[src/rtl/date_set_ctrl.sv]
// Edit/commit front end for the BCD date counter: gates day advance, runs the
// year -> month -> day edit sequence and issues a one-cycle parallel load.
module date_set_ctrl #(
  parameter int unsigned BLINK_DIV = 8
) (
  input  logic       clk_out,
  input  logic       rst_n,
  input  logic       mode_pulse,
  input  logic       inc_pulse,
  input  logic       day_tick,
  input  logic       sw_year,
  input  logic [7:0] cur_year,
  input  logic [7:0] cur_mon,
  input  logic [7:0] cur_day,
  output logic       cnt_en,
  output logic       load,
  output logic [7:0] set_year,
  output logic [7:0] set_mon,
  output logic [7:0] set_day,
  output logic       disp_sel,
  output logic [1:0] edit_field,
  output logic       blink
);

  localparam int unsigned CW = (BLINK_DIV > 2) ? $clog2(BLINK_DIV) : 1;
  localparam logic [CW-1:0] CNT_LAST = CW'(BLINK_DIV - 1);

  typedef enum logic [2:0] {RUN, S_YEAR, S_MON, S_DAY, COMMIT} state_t;

  state_t        state, state_next;
  logic [CW-1:0] blink_cnt;
  logic [7:0]    cap_year, cap_mon, cap_day;
  logic [7:0]    year_next, mon_next, day_next;
  logic [1:0]    field_next;
  logic          editing;

  function automatic logic [7:0] dmax(input logic [7:0] mon);
    case (mon)
      8'h02:                      dmax = 8'h28;
      8'h04, 8'h06, 8'h09, 8'h11: dmax = 8'h30;
      default:                    dmax = 8'h31;
    endcase
  endfunction

  function automatic logic bcd_ok(input logic [7:0] b);
    bcd_ok = (b[7:4] <= 4'd9) && (b[3:0] <= 4'd9);
  endfunction

  function automatic logic [7:0] inc_bcd(input logic [7:0] b);
    if (b[3:0] == 4'd9) inc_bcd = {b[7:4] + 4'd1, 4'd0};
    else                inc_bcd = b + 8'd1;
  endfunction

  always_comb begin
    cap_year = bcd_ok(cur_year) ? cur_year : 8'h00;
    cap_mon  = (bcd_ok(cur_mon) && cur_mon != 8'h00 && cur_mon <= 8'h12) ? cur_mon : 8'h01;
    // valid BCD bytes order the same as their decimal values
    cap_day  = (bcd_ok(cur_day) && cur_day != 8'h00 && cur_day <= dmax(cap_mon)) ? cur_day : 8'h01;
  end

  always_comb begin
    state_next = state;
    case (state)
      RUN:     if (mode_pulse) state_next = S_YEAR;
      S_YEAR:  if (mode_pulse) state_next = S_MON;
      S_MON:   if (mode_pulse) state_next = S_DAY;
      S_DAY:   if (mode_pulse) state_next = COMMIT;
      COMMIT:  state_next = RUN;
      default: state_next = RUN;
    endcase
  end

  always_comb begin
    year_next = set_year;
    mon_next  = set_mon;
    day_next  = set_day;
    if (state == RUN && mode_pulse) begin
      year_next = cap_year;
      mon_next  = cap_mon;
      day_next  = cap_day;
    end else if (state == S_MON && mode_pulse) begin
      if (set_day > dmax(set_mon)) day_next = dmax(set_mon);
    end else if (!mode_pulse && inc_pulse) begin
      case (state)
        S_YEAR:  year_next = (set_year == 8'h99) ? 8'h00 : inc_bcd(set_year);
        S_MON:   mon_next  = (set_mon == 8'h12) ? 8'h01 : inc_bcd(set_mon);
        S_DAY:   day_next  = (set_day >= dmax(set_mon)) ? 8'h01 : inc_bcd(set_day);
        default: ;
      endcase
    end
  end

  always_comb begin
    field_next = 2'd0;
    case (state_next)
      S_YEAR:  field_next = 2'd1;
      S_MON:   field_next = 2'd2;
      S_DAY:   field_next = 2'd3;
      default: field_next = 2'd0;
    endcase
  end

  assign editing  = (state == S_YEAR) || (state == S_MON) || (state == S_DAY);
  assign disp_sel = (state == RUN) ? sw_year : (state == S_YEAR);

  always_ff @(posedge clk_out or negedge rst_n) begin
    if (!rst_n) begin
      state      <= RUN;
      cnt_en     <= 1'b0;
      load       <= 1'b0;
      set_year   <= 8'h00;
      set_mon    <= 8'h01;
      set_day    <= 8'h01;
      edit_field <= 2'd0;
      blink      <= 1'b0;
      blink_cnt  <= '0;
    end else begin
      state      <= state_next;
      cnt_en     <= day_tick & (state == RUN) & ~mode_pulse;
      load       <= (state_next == COMMIT);
      set_year   <= year_next;
      set_mon    <= mon_next;
      set_day    <= day_next;
      edit_field <= field_next;
      if (state_next != state || !editing) begin
        blink_cnt <= '0;
        blink     <= 1'b0;
      end else if (blink_cnt == CNT_LAST) begin
        blink_cnt <= '0;
        blink     <= ~blink;
      end else begin
        blink_cnt <= blink_cnt + 1'b1;
      end
    end
  end

endmodule
[config.mk]
export PLATFORM = sky130hd
export DESIGN_NAME = date_set_ctrl
export DESIGN_NICKNAME = d
export VERILOG_FILES = /design/src/rtl/date_set_ctrl.sv
export SDC_FILE = /design/constraint.sdc
export NUM_CORES = 1
export LEC_CHECK = 0
export CORE_MARGIN = 2
export CORE_UTILIZATION = 40
export CTS_CLUSTER_DIAMETER = 120
export DETAILED_ROUTE_END_ITERATION = 10
export HOLD_SLACK_MARGIN = 0.12
export PLACE_DENSITY = 0.71
export SLEW_MARGIN = 20
export SYNTH_ARGS = -nofsm -noshare
export SYNTH_HDL_FRONTEND = slang
export SYNTH_SLANG_ARGS = --single-unit
[constraint.sdc]
create_clock -name clk_out -period 2.9 [get_ports clk_out]
set_input_delay 0.29 -clock clk_out [delete_from_list [all_inputs] [get_ports clk_out]]
set_output_delay 0.29 -clock clk_out [all_outputs]
set_load 0.01 [all_outputs]
==> results.env, run 1 <==
YOSYSSEQAREASHARE=0.3404
SYNTH_AREA_SQ_MM=0.002580
CLK_PIN_SLEW_WORST_PATHS_NS=0.08
DRTITER0DRC=135
DIE_W_UM=84.31
MAX_CAPACITANCE_VIOLATION_COUNT=0
TIMING_WORST_SETUP_PATH_TYPE='flip-flop to flip-flop'
CLOCKBUFFERDEPTH=2
MAXIMUM_NUMBER_OF_PINS_ON_ONE_NET_BEFORE_GLOBAL_ROUTE_REPAIR=36
REGTOREGSTARTPOINT='set_mon[2]'
VIASPERCELL=5.670
STD_CELL_ROWS=29
CORE-AREA_SQ_MM=0.006277
LAYOUT.CELLS.MOST_COMMON='sky130_fd_sc_hd__clkdlybuf4s50_1'
DETAIL_ROUTE.WIRELENGTH_MM=6.679
FINAL-HOLD-VIOLATION-COUNT=0
MAX-SLEW-MARGIN-REL=0.6676
FMAX_GHz=0.3844
CTS_TREE='built'
SYN_AVG_CELL_AREA_SQ_UM=8.322
DRT-PASS1-ITER-COUNT=5
FINAL_REPORT_SETUP_VIOLATION_COUNT=0
TOTAL_COUNT_OF_MAX_TRANSITION_VIOLATIONS_IN_THE_FINAL_REPORT=0
LEAKAGE_nW=1.433
DIE_HEIGHT_UM=84.31
INITIAL_CORE_UTIL=0.4110
FINAL_LAYOUT_SIZE_SUFFIX_GT1_FRAC=0.08065
ANTENNADIODECOUNT=0
CTSHTREEMAXLEVEL=2
GR_OVFL_TOTAL=0
DETAIL-ROUTE-ANTENNA-NETS=0
ANTENNA_FOUND_INITIAL=0
TIMING_WORST_SLEW_PIN_VALUE_NS=0.4944
CLKLATENCYLATEPIN_NS=0.29
POSTSYNTHNETCOUNT=358
CRITICAL_PATH_ARRIVAL_NS=2.78
YS_ASYNC_SR_FRACTION=1.000
POWER.DENSITY_CELL_AREA_mW_PER_MM2=875.5
WORST_SETUP_PATH_END_KIND='flip-flop'
IOS=60
DIE_AREA_SQ_MM=0.007108
NUM_VIAS=2546
STATUS='completed'
FLOW.AREA_GROWTH_FROM_SYNTHESIS_PCT=32.44
GRT_UTIL_ALL_LAYERS=0.1917
REMAINING_DRC_ERRORS=0
SETUP_REPAIR_AFTER_GLOBAL_ROUTING_MISSED_ITS_MARGIN='no'
PLACEMENT.IO_BUFFERS=59
AVGROUTEDWIREPERCELL_UM=14.88
FIN_SKEW_NS=0.004687
CTSHOLDBUFFERS=0
R2R_END='set_day[6]'
CLKSINKCOUNT=35
CRIT_FANOUT=15
INTERNAL_REG_TO_REG_SETUP_SLACK_NS=0.30
HOLD_SLACK_NS=0.4116
CTS_RESIZED=0
GRT_FIRST_PASS_WIRELENGTH_MM=11.37
MOST-COMMON-LAYOUT-CELLS='sky130_fd_sc_hd__clkdlybuf4s50_1 (59), sky130_fd_sc_hd__dfrtp_1 (33), sky130_fd_sc_hd__nand2_1 (28), sky130_fd_sc_hd__nor2_1 (28), sky130_fd_sc_hd__a21oi_1 (24)'
SYN-INSTANCE-COUNT=310
POST_DETAIL_PLACE_HPWL_MM=4.919
SYNTHESIS.YOSYS.WARNINGS=0
REQUIRED_TIME_AT_THE_ENDPOINT_OF_THE_CRITICAL_PATH_NS=3.07
SYNTH.DISTINCT_CELLS=61
POST-CTS-SETUP-BUFFER-COUNT=0
FINAL_NETS=419
VIA_COUNT_OF_THE_FIRST_GLOBAL_ROUTING_PASS=2432
MIN_PERIOD_NS=2.601
SYNTH_ENABLE_FLOP_CELLS=0
POST-ROUTE-PERIOD-UTIL=0.8970
TRITONCTS.NUM_BUFFERS=5
CRITICAL_PATH.STARTPOINT_TYPE='flip-flop'
FINALSETUPTNS_NS=0
DOMINANTREGCELLSYNTH='sky130_fd_sc_hd__dfrtp_1'
GP_CONGESTION=0.8744
TIMING.HOLD.WORST.CLASS='primary input to async pin'
RR_WORST_DEPTH=10
PEAKVDDDROP_V=0.0004819
CTS_ROOT_BUF='sky130_fd_sc_hd__clkbuf_8'
YOSYS_REGISTER_BITS=35
-- power breakdown --
| group | internal, W | switching, W | leakage [nW] |
|---|---|---|---|
| clock | 0.000343 | 0.000188 | 0.0644 |
| sequential | 0.000666 | 0.000284 | 0.449 |
| combinational | 0.000767 | 0.000745 | 0.920 |
| total | 0.00178 | 0.00122 | 1.43 |
-- metrics by stage --
stage	instances	utilization	setup slack, ns	cell area [sq um]	total power [W]
3_3_place_gp	441	0.5216	0.2313	3274	0.002417
4_1_cts	449	0.5434	0.3070	3411	0.002996
6_report	449	0.5443	0.2986	3417	0.002992
5_1_grt	449	0.5443	0.05762	3417	0.003240
2_1_floorplan	310	-	0.3849	2580	0.001817
3_5_place_dp	441	0.5216	0.05798	3274	0.002455
-- sequential cells by signal (all words and copies together) (netlist names) --
name,count
edit_field,2
set_year,8
load,1
state,3
set_day,8
cnt_en,1
blink,1
blink_cnt,3
set_mon,8
-- area by class of cell --
| type | instances | area (sq um) |
|---|---|---|
| Fill cell | 577 | 2860 |
| Multi-Input combinational cell | 245 | 1584 |
| Sequential cell | 35 | 878.3 |
| Timing Repair Buffer | 69 | 665.6 |
| Tap cell | 77 | 96.34 |
| Clock buffer | 5 | 68.82 |
| Clock inverter | 3 | 67.56 |
| Inverter | 15 | 56.30 |
-- critical path: stages, from the launching register on --
cell and delay [ns]:
sky130_fd_sc_hd__dfrtp_1 0.56, sky130_fd_sc_hd__or2_2 0.23, sky130_fd_sc_hd__nand3_1 0.09, sky130_fd_sc_hd__a211o_1 0.33
sky130_fd_sc_hd__ha_1 0.30, sky130_fd_sc_hd__nor4bb_1 0.20, sky130_fd_sc_hd__nand3_1 0.11, sky130_fd_sc_hd__o211ai_1 0.18
sky130_fd_sc_hd__buf_4 0.23, sky130_fd_sc_hd__nor2_1 0.07, sky130_fd_sc_hd__o22a_1 0.19
-- layer usage --
layer / vias up / share of wire / wire length, um / track usage
met1: 1189 / 0.45 / 3021 / 0.2522
met5: - / 0 / 0 / 0
li1: 1269 / - / - / -
met2: 82 / 0.49 / 3276 / 0.3175
met4: 0 / 0.010 / 69 / 0.06305
met3: 6 / 0.047 / 311 / 0.03736
-- how the worst max path moves through the flow --
stage | start | to | slack (ns) | depth (start not counted)
2_1_floorplan | set_mon[4] | set_day[3] | 0.38 | 11
3_3_place_gp | cur_mon[5] | set_day[2] | 0.23 | 10
3_5_place_dp | cur_mon[5] | set_day[0] | 0.06 | 9
4_1_cts | set_mon[6] | set_day[4] | 0.31 | 8
5_1_grt | cur_mon[5] | set_day[0] | 0.06 | 9
6_report | set_mon[2] | set_day[6] | 0.30 | 10
-- cell families after synthesis --
group / synth area share
buffers and inverters: 0.04801
flip-flops: 0.3404
adder cells (fa/ha/maj): 0.09118
multiplexers: 0.01261
AND/OR/NAND/NOR: 0.2886
XOR/XNOR: 0.01358
AO/OA/AOI/OAI: 0.2056
-- cell usage after synthesis (3+ instances only) --
cell type	number	area share
sky130_fd_sc_hd__nand2b_1	3	0.0073
sky130_fd_sc_hd__a211o_1	4	0.014
sky130_fd_sc_hd__nand2_1	28	0.041
sky130_fd_sc_hd__nor3_1	11	0.021
sky130_fd_sc_hd__clkbuf_1	8	0.012
sky130_fd_sc_hd__nor3b_1	6	0.017
sky130_fd_sc_hd__nor2_1	28	0.041
sky130_fd_sc_hd__and3_1	6	0.015
sky130_fd_sc_hd__o21ai_0	23	0.045
sky130_fd_sc_hd__o311ai_0	3	0.010
sky130_fd_sc_hd__a31oi_1	3	0.0073
sky130_fd_sc_hd__nor4_1	3	0.0073
sky130_fd_sc_hd__nand3b_1	6	0.017
sky130_fd_sc_hd__inv_1	15	0.022
sky130_fd_sc_hd__and2_1	3	0.0073
sky130_fd_sc_hd__nand3_1	16	0.031
sky130_fd_sc_hd__o31ai_1	4	0.012
sky130_fd_sc_hd__nor2b_1	6	0.015
sky130_fd_sc_hd__xnor2_1	3	0.010
sky130_fd_sc_hd__buf_2	4	0.0078
sky130_fd_sc_hd__dfrtp_1	33	0.32
sky130_fd_sc_hd__a22oi_1	3	0.0087
sky130_fd_sc_hd__ha_1	18	0.087
sky130_fd_sc_hd__a21oi_1	24	0.047
(Power assumes the default switching activity.)
==> run 2: changes to the inputs <==
- GPL_ROUTABILITY_DRIVEN: unset -> 0
==> results of run 2 <==
Final layout, timing and power as in run 1 (identical DEF).
==> run 3: changes to the inputs <==
- CTS_CLUSTER_DIAMETER: 120 -> 30
==> results of run 3 <==
Final layout, timing and power as in run 1 (identical DEF).
